[config.mk]
export PLATFORM = sky130hd
export DESIGN_NAME = fetch_stage
export DESIGN_NICKNAME = d
export VERILOG_FILES = /design/src/rtl/fetch_stage.sv
export SDC_FILE = /design/constraint.sdc
export NUM_CORES = 1
export LEC_CHECK = 0
export ABC_AREA = 1
export ABC_CLOCK_PERIOD_IN_PS = 1950
export CORE_AREA = 5 5 179 181
export DETAILED_ROUTE_END_ITERATION = 10
export DIE_AREA = 0 0 184 186
export PLACE_DENSITY_LB_ADDON = 0.3
export SYNTH_ARGS = -nofsm -noshare
export SYNTH_HDL_FRONTEND = slang
export SYNTH_SLANG_ARGS = --single-unit
[constraint.sdc]
create_clock -name fs_clk -period 1.95 [get_ports fs_clk]
set_clock_uncertainty 0.05 [all_clocks]
set_input_delay 0.39 -clock fs_clk [delete_from_list [all_inputs] [get_ports fs_clk]]
set_output_delay 0.39 -clock fs_clk [all_outputs]
set_load 0.01 [all_outputs]
[src/rtl/fetch_stage.sv]
// Instruction fetch: owns the PC and issues one outstanding imem read, feeding the IF/ID register.
// Latency: an imem ack in cycle N presents the word on fs_o_instr/fs_o_ce in cycle N+1.
// Backpressure: fs_i_stall holds a valid output; one extra word parks in a skid entry. Optional macro: FETCH_STAGE_MISALIGN_EN.
`ifndef IWIDTH
`define IWIDTH 32
`endif

module fetch_stage #(
  parameter int                  PC_WIDTH = 32,
  parameter logic [PC_WIDTH-1:0] RESET_PC = '0
) (
  input  logic                fs_clk,
  input  logic                fs_rst,
  output logic                fs_o_imem_req,
  output logic [PC_WIDTH-1:0] fs_o_imem_addr,
  input  logic                fs_i_imem_ack,
  input  logic [`IWIDTH-1:0]  fs_i_imem_data,
  input  logic                fs_i_stall,
  input  logic                fs_i_redirect,
  input  logic [PC_WIDTH-1:0] fs_i_target,
  output logic [`IWIDTH-1:0]  fs_o_instr,
  output logic [PC_WIDTH-1:0] fs_o_pc,
  output logic [PC_WIDTH-1:0] fs_o_pc_plus4,
  output logic                fs_o_ce,
  output logic                fs_o_misalign
);

  typedef enum logic [1:0] {IDLE, REQ, SKID, DROP} state_t;

  // Instruction addresses are word aligned; the low two bits of any target are dropped.
  localparam logic [PC_WIDTH-1:0] ALIGN_MASK = {{(PC_WIDTH-2){1'b1}}, 2'b00};

  state_t              state;
  logic [PC_WIDTH-1:0] pc;
  logic [PC_WIDTH-1:0] skid_pc;
  logic [`IWIDTH-1:0]  skid_instr;

  logic                can_load;
  logic                ack;
  logic [PC_WIDTH-1:0] pc_inc;
  logic [PC_WIDTH-1:0] target_al;

  // The IF/ID register may take a new word when it is empty or being consumed.
  assign can_load  = !fs_o_ce || !fs_i_stall;
  // Acks only count while a request is actually outstanding.
  assign ack       = fs_i_imem_ack && fs_o_imem_req;
  assign pc_inc    = pc + PC_WIDTH'(4);
  assign target_al = fs_i_target & ALIGN_MASK;

  // Fetch FSM: PC, request interface, skid entry and IF/ID output register.
  always_ff @(posedge fs_clk or negedge fs_rst) begin
    if (!fs_rst) begin
      state          <= IDLE;
      pc             <= RESET_PC;
      fs_o_imem_req  <= 1'b0;
      fs_o_imem_addr <= RESET_PC;
      skid_pc        <= '0;
      skid_instr     <= '0;
      fs_o_instr     <= '0;
      fs_o_pc        <= '0;
      fs_o_pc_plus4  <= '0;
      fs_o_ce        <= 1'b0;
    end else if (fs_i_redirect) begin
      // Redirect wins over everything: flush output and skid, retarget the PC.
      fs_o_ce       <= 1'b0;
      pc            <= target_al;
      fs_o_imem_req <= 1'b1;
      if (fs_o_imem_req && !ack) begin
        // The read in flight must still complete at its old address, then be thrown away.
        state <= DROP;
      end else begin
        state          <= REQ;
        fs_o_imem_addr <= target_al;
      end
    end else begin
      case (state)
        IDLE: begin
          state          <= REQ;
          fs_o_imem_req  <= 1'b1;
          fs_o_imem_addr <= pc;
        end
        REQ: begin
          if (ack) begin
            pc             <= pc_inc;
            fs_o_imem_addr <= pc_inc;
            if (can_load) begin
              fs_o_instr    <= fs_i_imem_data;
              fs_o_pc       <= pc;
              fs_o_pc_plus4 <= pc_inc;
              fs_o_ce       <= 1'b1;
            end else begin
              // Output is stalled full: park the word and pause requests.
              skid_instr    <= fs_i_imem_data;
              skid_pc       <= pc;
              state         <= SKID;
              fs_o_imem_req <= 1'b0;
            end
          end else if (can_load) begin
            fs_o_ce <= 1'b0;
          end
        end
        SKID: begin
          if (can_load) begin
            fs_o_instr    <= skid_instr;
            fs_o_pc       <= skid_pc;
            fs_o_pc_plus4 <= skid_pc + PC_WIDTH'(4);
            fs_o_ce       <= 1'b1;
            state         <= REQ;
            fs_o_imem_req <= 1'b1;
          end
        end
        DROP: begin
          if (can_load) begin
            fs_o_ce <= 1'b0;
          end
          if (ack) begin
            state          <= REQ;
            fs_o_imem_addr <= pc;
          end
        end
        default: state <= IDLE;
      endcase
    end
  end

`ifdef FETCH_STAGE_MISALIGN_EN
  logic misalign;

  // Flag a misaligned redirect target for exactly one cycle.
  always_ff @(posedge fs_clk or negedge fs_rst) begin
    if (!fs_rst) begin
      misalign <= 1'b0;
    end else begin
      misalign <= fs_i_redirect && (fs_i_target[1:0] != 2'b00);
    end
  end

  assign fs_o_misalign = misalign;
`else
  assign fs_o_misalign = 1'b0;
`endif

endmodule

# Yosys cells after proc, flatten, opt, wreduce, memory -nomap -nowiden
# Index checks and enable logic that the tools add are counted.
dict set report op_classes {
  add_sub_neg 2
  eq_ne 11
  mux 36
  bitwise_logic 2
  reduce_logical 19
}
# op n
set op_table {}
lappend op_table {{2-to-1 mux 32 bit} 15}
lappend op_table {{one-hot mux 32 bit (2 select lines)} 3}
lappend op_table {{one-hot mux 32 bit (3 select lines)} 1}
lappend op_table {{adder 32 x 3 -> 32 bit (second input constant)} 2}
lappend op_table {{AND reduction 4 bit} 4}
lappend op_table {{2-to-1 mux 2 bit} 6}
lappend op_table {{!= test 3 bit (second input constant)} 4}
lappend op_table {{nonzero test 4 bit} 3}
lappend op_table {{2-to-1 mux 1 bit} 8}
lappend op_table {{!= test 2 bit (second input constant)} 4}
lappend op_table {{one-hot mux 2 bit (4 select lines)} 1}
lappend op_table {{one-hot mux 1 bit (3 select lines)} 2}
lappend op_table {{nonzero test 2 bit} 3}
lappend op_table {{AND reduction 5 bit} 1}
lappend op_table {{== test 2 bit (second input constant)} 2}
lappend op_table {{zero test 1 bit} 3}
lappend op_table {{== test 2 x 1 -> 1 bit (second input constant)} 1}
lappend op_table {{logical AND 1 bit} 2}
lappend op_table {{zero test 2 bit} 1}
lappend op_table {{NOT 1 bit} 2}
lappend op_table {{AND reduction 2 bit} 1}
lappend op_table {{logical OR 1 bit} 1}
dict set report totals {
  regBits 228
  input_bits 69
  out_inout_bits 131
  word_cells 80
}

# Longest topological paths before layout
dict set report depth {
  depth_word 6
  mapped_depth 11
  depth_no_buf 10
}

# Worst setup path before layout
# No wires, ideal clock.
dict set report synth_timing {
  path_kind {reg2reg}
  from {register state[1]}
  to {register skid_instr[0]}
  setup_ns 0.125
  t_arrival_ns 1.511
  required_ns 1.775
  setup_slack_ns 0.264
  path_stages_with_launch 8
  n_path_buf 1
  synth_period_minus_slack_ns 1.686
  path_cell_list {dfrtp_1 > inv_1 > ha_1 > nand2_1 > inv_2 > nand3_4 > buf_6 > mux2_4}
}
dict set report synth_between {
  elab_chain_cells 2
}
# element line
set synth_rtl {}
lappend synth_rtl {{start: declaration} 33} ;# state_t state;
lappend synth_rtl {{start signal: assignment} 53} ;# state <= IDLE;
lappend synth_rtl {{start signal: assignment} 70} ;# state <= DROP;
lappend synth_rtl {{start signal: assignment} 72} ;# state <= REQ;
lappend synth_rtl {{== test 2 x 1 -> 1 bit} 76} ;# case (state)
lappend synth_rtl {{AND reduction 4 bit (no source line)} --}
lappend synth_rtl {{end signal: assignment} 93} ;# skid_instr <= fs_i_imem_data;
lappend synth_rtl {{end: declaration} 36} ;# logic [`IWIDTH-1:0] skid_instr;
# No other way between the ends.
# A chain may end at the register's enable or synchronous reset.

# Worst setup path in the final report
dict set report layout_timing {
  from {register fs_o_ce}
  to {output fs_o_ce}
}
# element line
set layout_lines {}
lappend layout_lines {{start: declaration} 24} ;# output logic fs_o_ce,
lappend layout_lines {{start signal: assignment} 62} ;# fs_o_ce <= 1'b0;
lappend layout_lines {{start signal: assignment} 65} ;# fs_o_ce <= 1'b0;
lappend layout_lines {{start signal: assignment} 90} ;# fs_o_ce <= 1'b1;
# No word-level cell between the ends.

==> flow_metrics.env <==
export IMPL_max_vdd_ir_drop_uv=1010
export IMPL_cpPeakStageDelay_ns=0.56
export IMPL_yosysTopAreaCellShare=0.463
export IMPL_die_y_um=186
export IMPL_critPathCaptureType="primary output"
export IMPL_period_share=0.985
export IMPL_hold_viol_final=0
export IMPL_crit_chain="clkdlybuf4s50_1"
export IMPL_critical_path_top_delay_family="buffers and inverters"
export IMPL_drc_errors=0
export IMPL_fmax_ghz=0.521
export IMPL_yosysSeqAreaShare=0.463
export IMPL_p_leak_nw=6.94
export IMPL_fin_util=0.517
export IMPL_wl_um=39200
export IMPL_place_hpwl_um=28900
export IMPL_cap_violations=0
export IMPL_grt_pass1_vias=11000
export IMPL_rows=64
export IMPL_layout_drive_gt1_share=0.123
export IMPL_cts_root_buffer="clkbuf_16"
export IMPL_cts_tree="built"
export IMPL_gr_total_overflow=0
export IMPL_yosysUniqueCellTypes=42
export IMPL_path_max_fanout=3
export IMPL_path_buf_inv=1
export IMPL_outcome="complete, no violations"
export IMPL_power_mw=26.5
export IMPL_numClockSinks=219
export IMPL_synthArstFlopShare=1.00
export IMPL_dieArea_um2=34200
export IMPL_p_sw_frac=0.414
export IMPL_yosysWarnings=0
export IMPL_netlist_top_cells_area="dfrtp_1, nand2_1, nor2_1"
export IMPL_grt_max_degree=69
export IMPL_fin_crit_ns=1.92
export IMPL_drtPass1Iterations=5
export IMPL_drtIter0Drc=1035
export IMPL_areaGrowthSynthToFinish_pct=32.3
export IMPL_start_util=0.391
export IMPL_power_internal_mw=15.5
export IMPL_clockBufferDepth=3
export IMPL_vias=11400
export IMPL_crit_type="register to primary output"
export IMPL_min_path_type="input pin to register"
export IMPL_slew_violations=0
export IMPL_grt_antenna_before_repair=0
export IMPL_num_antenna_cells=0
export IMPL_combinationalPowerShare=0.487
export IMPL_pwr_share_clk=0.191
export IMPL_power_net_switching_mw=11.0
export IMPL_grt_use_total=0.219
export IMPL_required_ns=1.51
export IMPL_pwr_density_cell_nw_per_um2=1690
export IMPL_path_clk_slew_ns=0.06
export IMPL_numCtsBuffers=25
export IMPL_avgSynthCellArea_um2=7.69
export IMPL_crit_slowest_cell="clkdlybuf4s50_1"
export IMPL_dp_cells=2129
export IMPL_vias_per_cell=5.22
export IMPL_rsz0062_at_grt="true"
export IMPL_syn_area_um2=11800
export IMPL_ioPinCount=200
export IMPL_fin_nets=1842
export IMPL_synth_top_area_cell="dfrtp_1"
export IMPL_synth_edf_count=0
export IMPL_p_seq_frac=0.322
export IMPL_synth_main_ff_cell="dfrtp_1"
export IMPL_layout_common_cells="nand2_1, dfrtp_1, nor2_1"
export IMPL_final_common_cell="nand2_1"
export IMPL_clk_latency_ns=0.53
export IMPL_wire_per_inst_um=18.0
export IMPL_place_area_um2=14600
export IMPL_design_area_um2=15700
export IMPL_finalSetupViolCount=0
export IMPL_arrival_ns=1.48
export IMPL_synth_seq_cells=219
export IMPL_htree_num_levels=1
export IMPL_die_w_um=184
export IMPL_place_congestion=0.955
export IMPL_grt_pass1_wl_um=60100
export IMPL_detail_route_antenna_nets=0
export IMPL_stdcell_count=2181
export IMPL_synth_cells=1539
export IMPL_io_buffers=192
export IMPL_startpoint_type="register"
export IMPL_core_area_um2=30300
[logic make-up after synthesis]
group,after synthesis,share of synthesized area
other cells,1,0.000317
flops,219,0.463
mux,33,0.0409
xor+xnor,15,0.0111
fa+ha+maj,6,0.00634
buf+inv,162,0.0648
compound gates,241,0.113
simple gates,862,0.300
[path summary, 6_finish.rpt]
check / startpoint / to / slack (ns) / depth (start not counted)
max: fs_o_ce / fs_o_ce / 0.03 / 1
min: fs_i_redirect / fs_o_ce / 0.11 / 2
max reg2reg: state[1] / skid_pc[23] / 0.06 / 9
min reg2reg: fs_o_pc_plus4[7] / fs_o_pc_plus4[7] / 0.43 / 2
max in group asynchronous: fs_rst / skid_pc[4] / 0.91 / 3
min in group asynchronous: fs_rst / fs_o_imem_addr[25] / 0.33 / 2
[stage by stage]
stage / hold WS [ns] / setup slack, ns / setup TNS [ns]
finish: 0.106 / 0.0301 / 0
global route: 0.107 / -0.0553 / -0.742
CTS: 0.0876 / 0.00246 / 0
detailed placement: 0.300 / -0.172 / -11.53
global placement: 0.299 / -0.112 / -8.67
floorplan: 0.0444 / 0.264 / 0
[metal layers]
metal  global-route usage  vias to the layer above  wire, um
met5                    0                        -         0
met4               0.0547                        0      1010
met3               0.0362                       64      2830
met2                0.348                      456     17500
met1                0.316                     5384     17900
li1                     -                     5471         -
[cells in the mapped netlist (6+ instances only)]
master and n:
nor2_1 218, mux2_4 30, clkbuf_1 33, o21ai_1 8
nor2_4 8, a31oi_1 76, dfrtp_1 219, nor2_2 15
buf_6 11, buf_4 11, nand2_1 495, inv_2 7
nand2_2 7, o21ai_0 79, a21oi_1 65, nand3_1 104
inv_1 69, xor2_1 10, ha_1 6, buf_2 26
[repair_timing]
item	4_1_cts	5_1_grt
buffers inserted	0	2
hold endpoints to repair	41	0
gates resized for setup	3	23
hold buffers	1	0
endpoints found under the setup margin	3	79
pin swaps	0	1
cloned	0	4
[registers in the layout, summed over array words and instances (netlist names)]
| signal | count |
|---|---|
| state | 2 |
| pc | 30 |
| skid_instr | 32 |
| fs_o_imem_addr | 31 |
| fs_o_ce | 1 |
| fs_o_pc_plus4 | 30 |
| fs_o_imem_req | 1 |
| fs_o_pc | 30 |
| fs_o_instr | 32 |
| skid_pc | 30 |
[cell type report]
cell class / instances / area (um^2)
Timing Repair inverter: 2 / 15.0
Fill cell: 2917 / 14600
Clock inverter: 15 / 211
Multi-Input combinational cell: 1162 / 5630
Sequential cell: 219 / 5480
Tap cell: 396 / 495
Clock buffer: 30 / 674
Timing Repair Buffer: 278 / 2840
Inverter: 79 / 308
[power groups by stage]
stage               combinational [mW]  sequential, mW  clock [mW]
finish                            12.9            8.53        5.06
CTS                               12.7            8.51        5.17
global placement                  12.4            8.50           0
detailed placement                12.6            8.57           0
floorplan                         6.36            8.66           0
global route                      14.2            8.83        5.33
(Power assumes the default switching activity.)
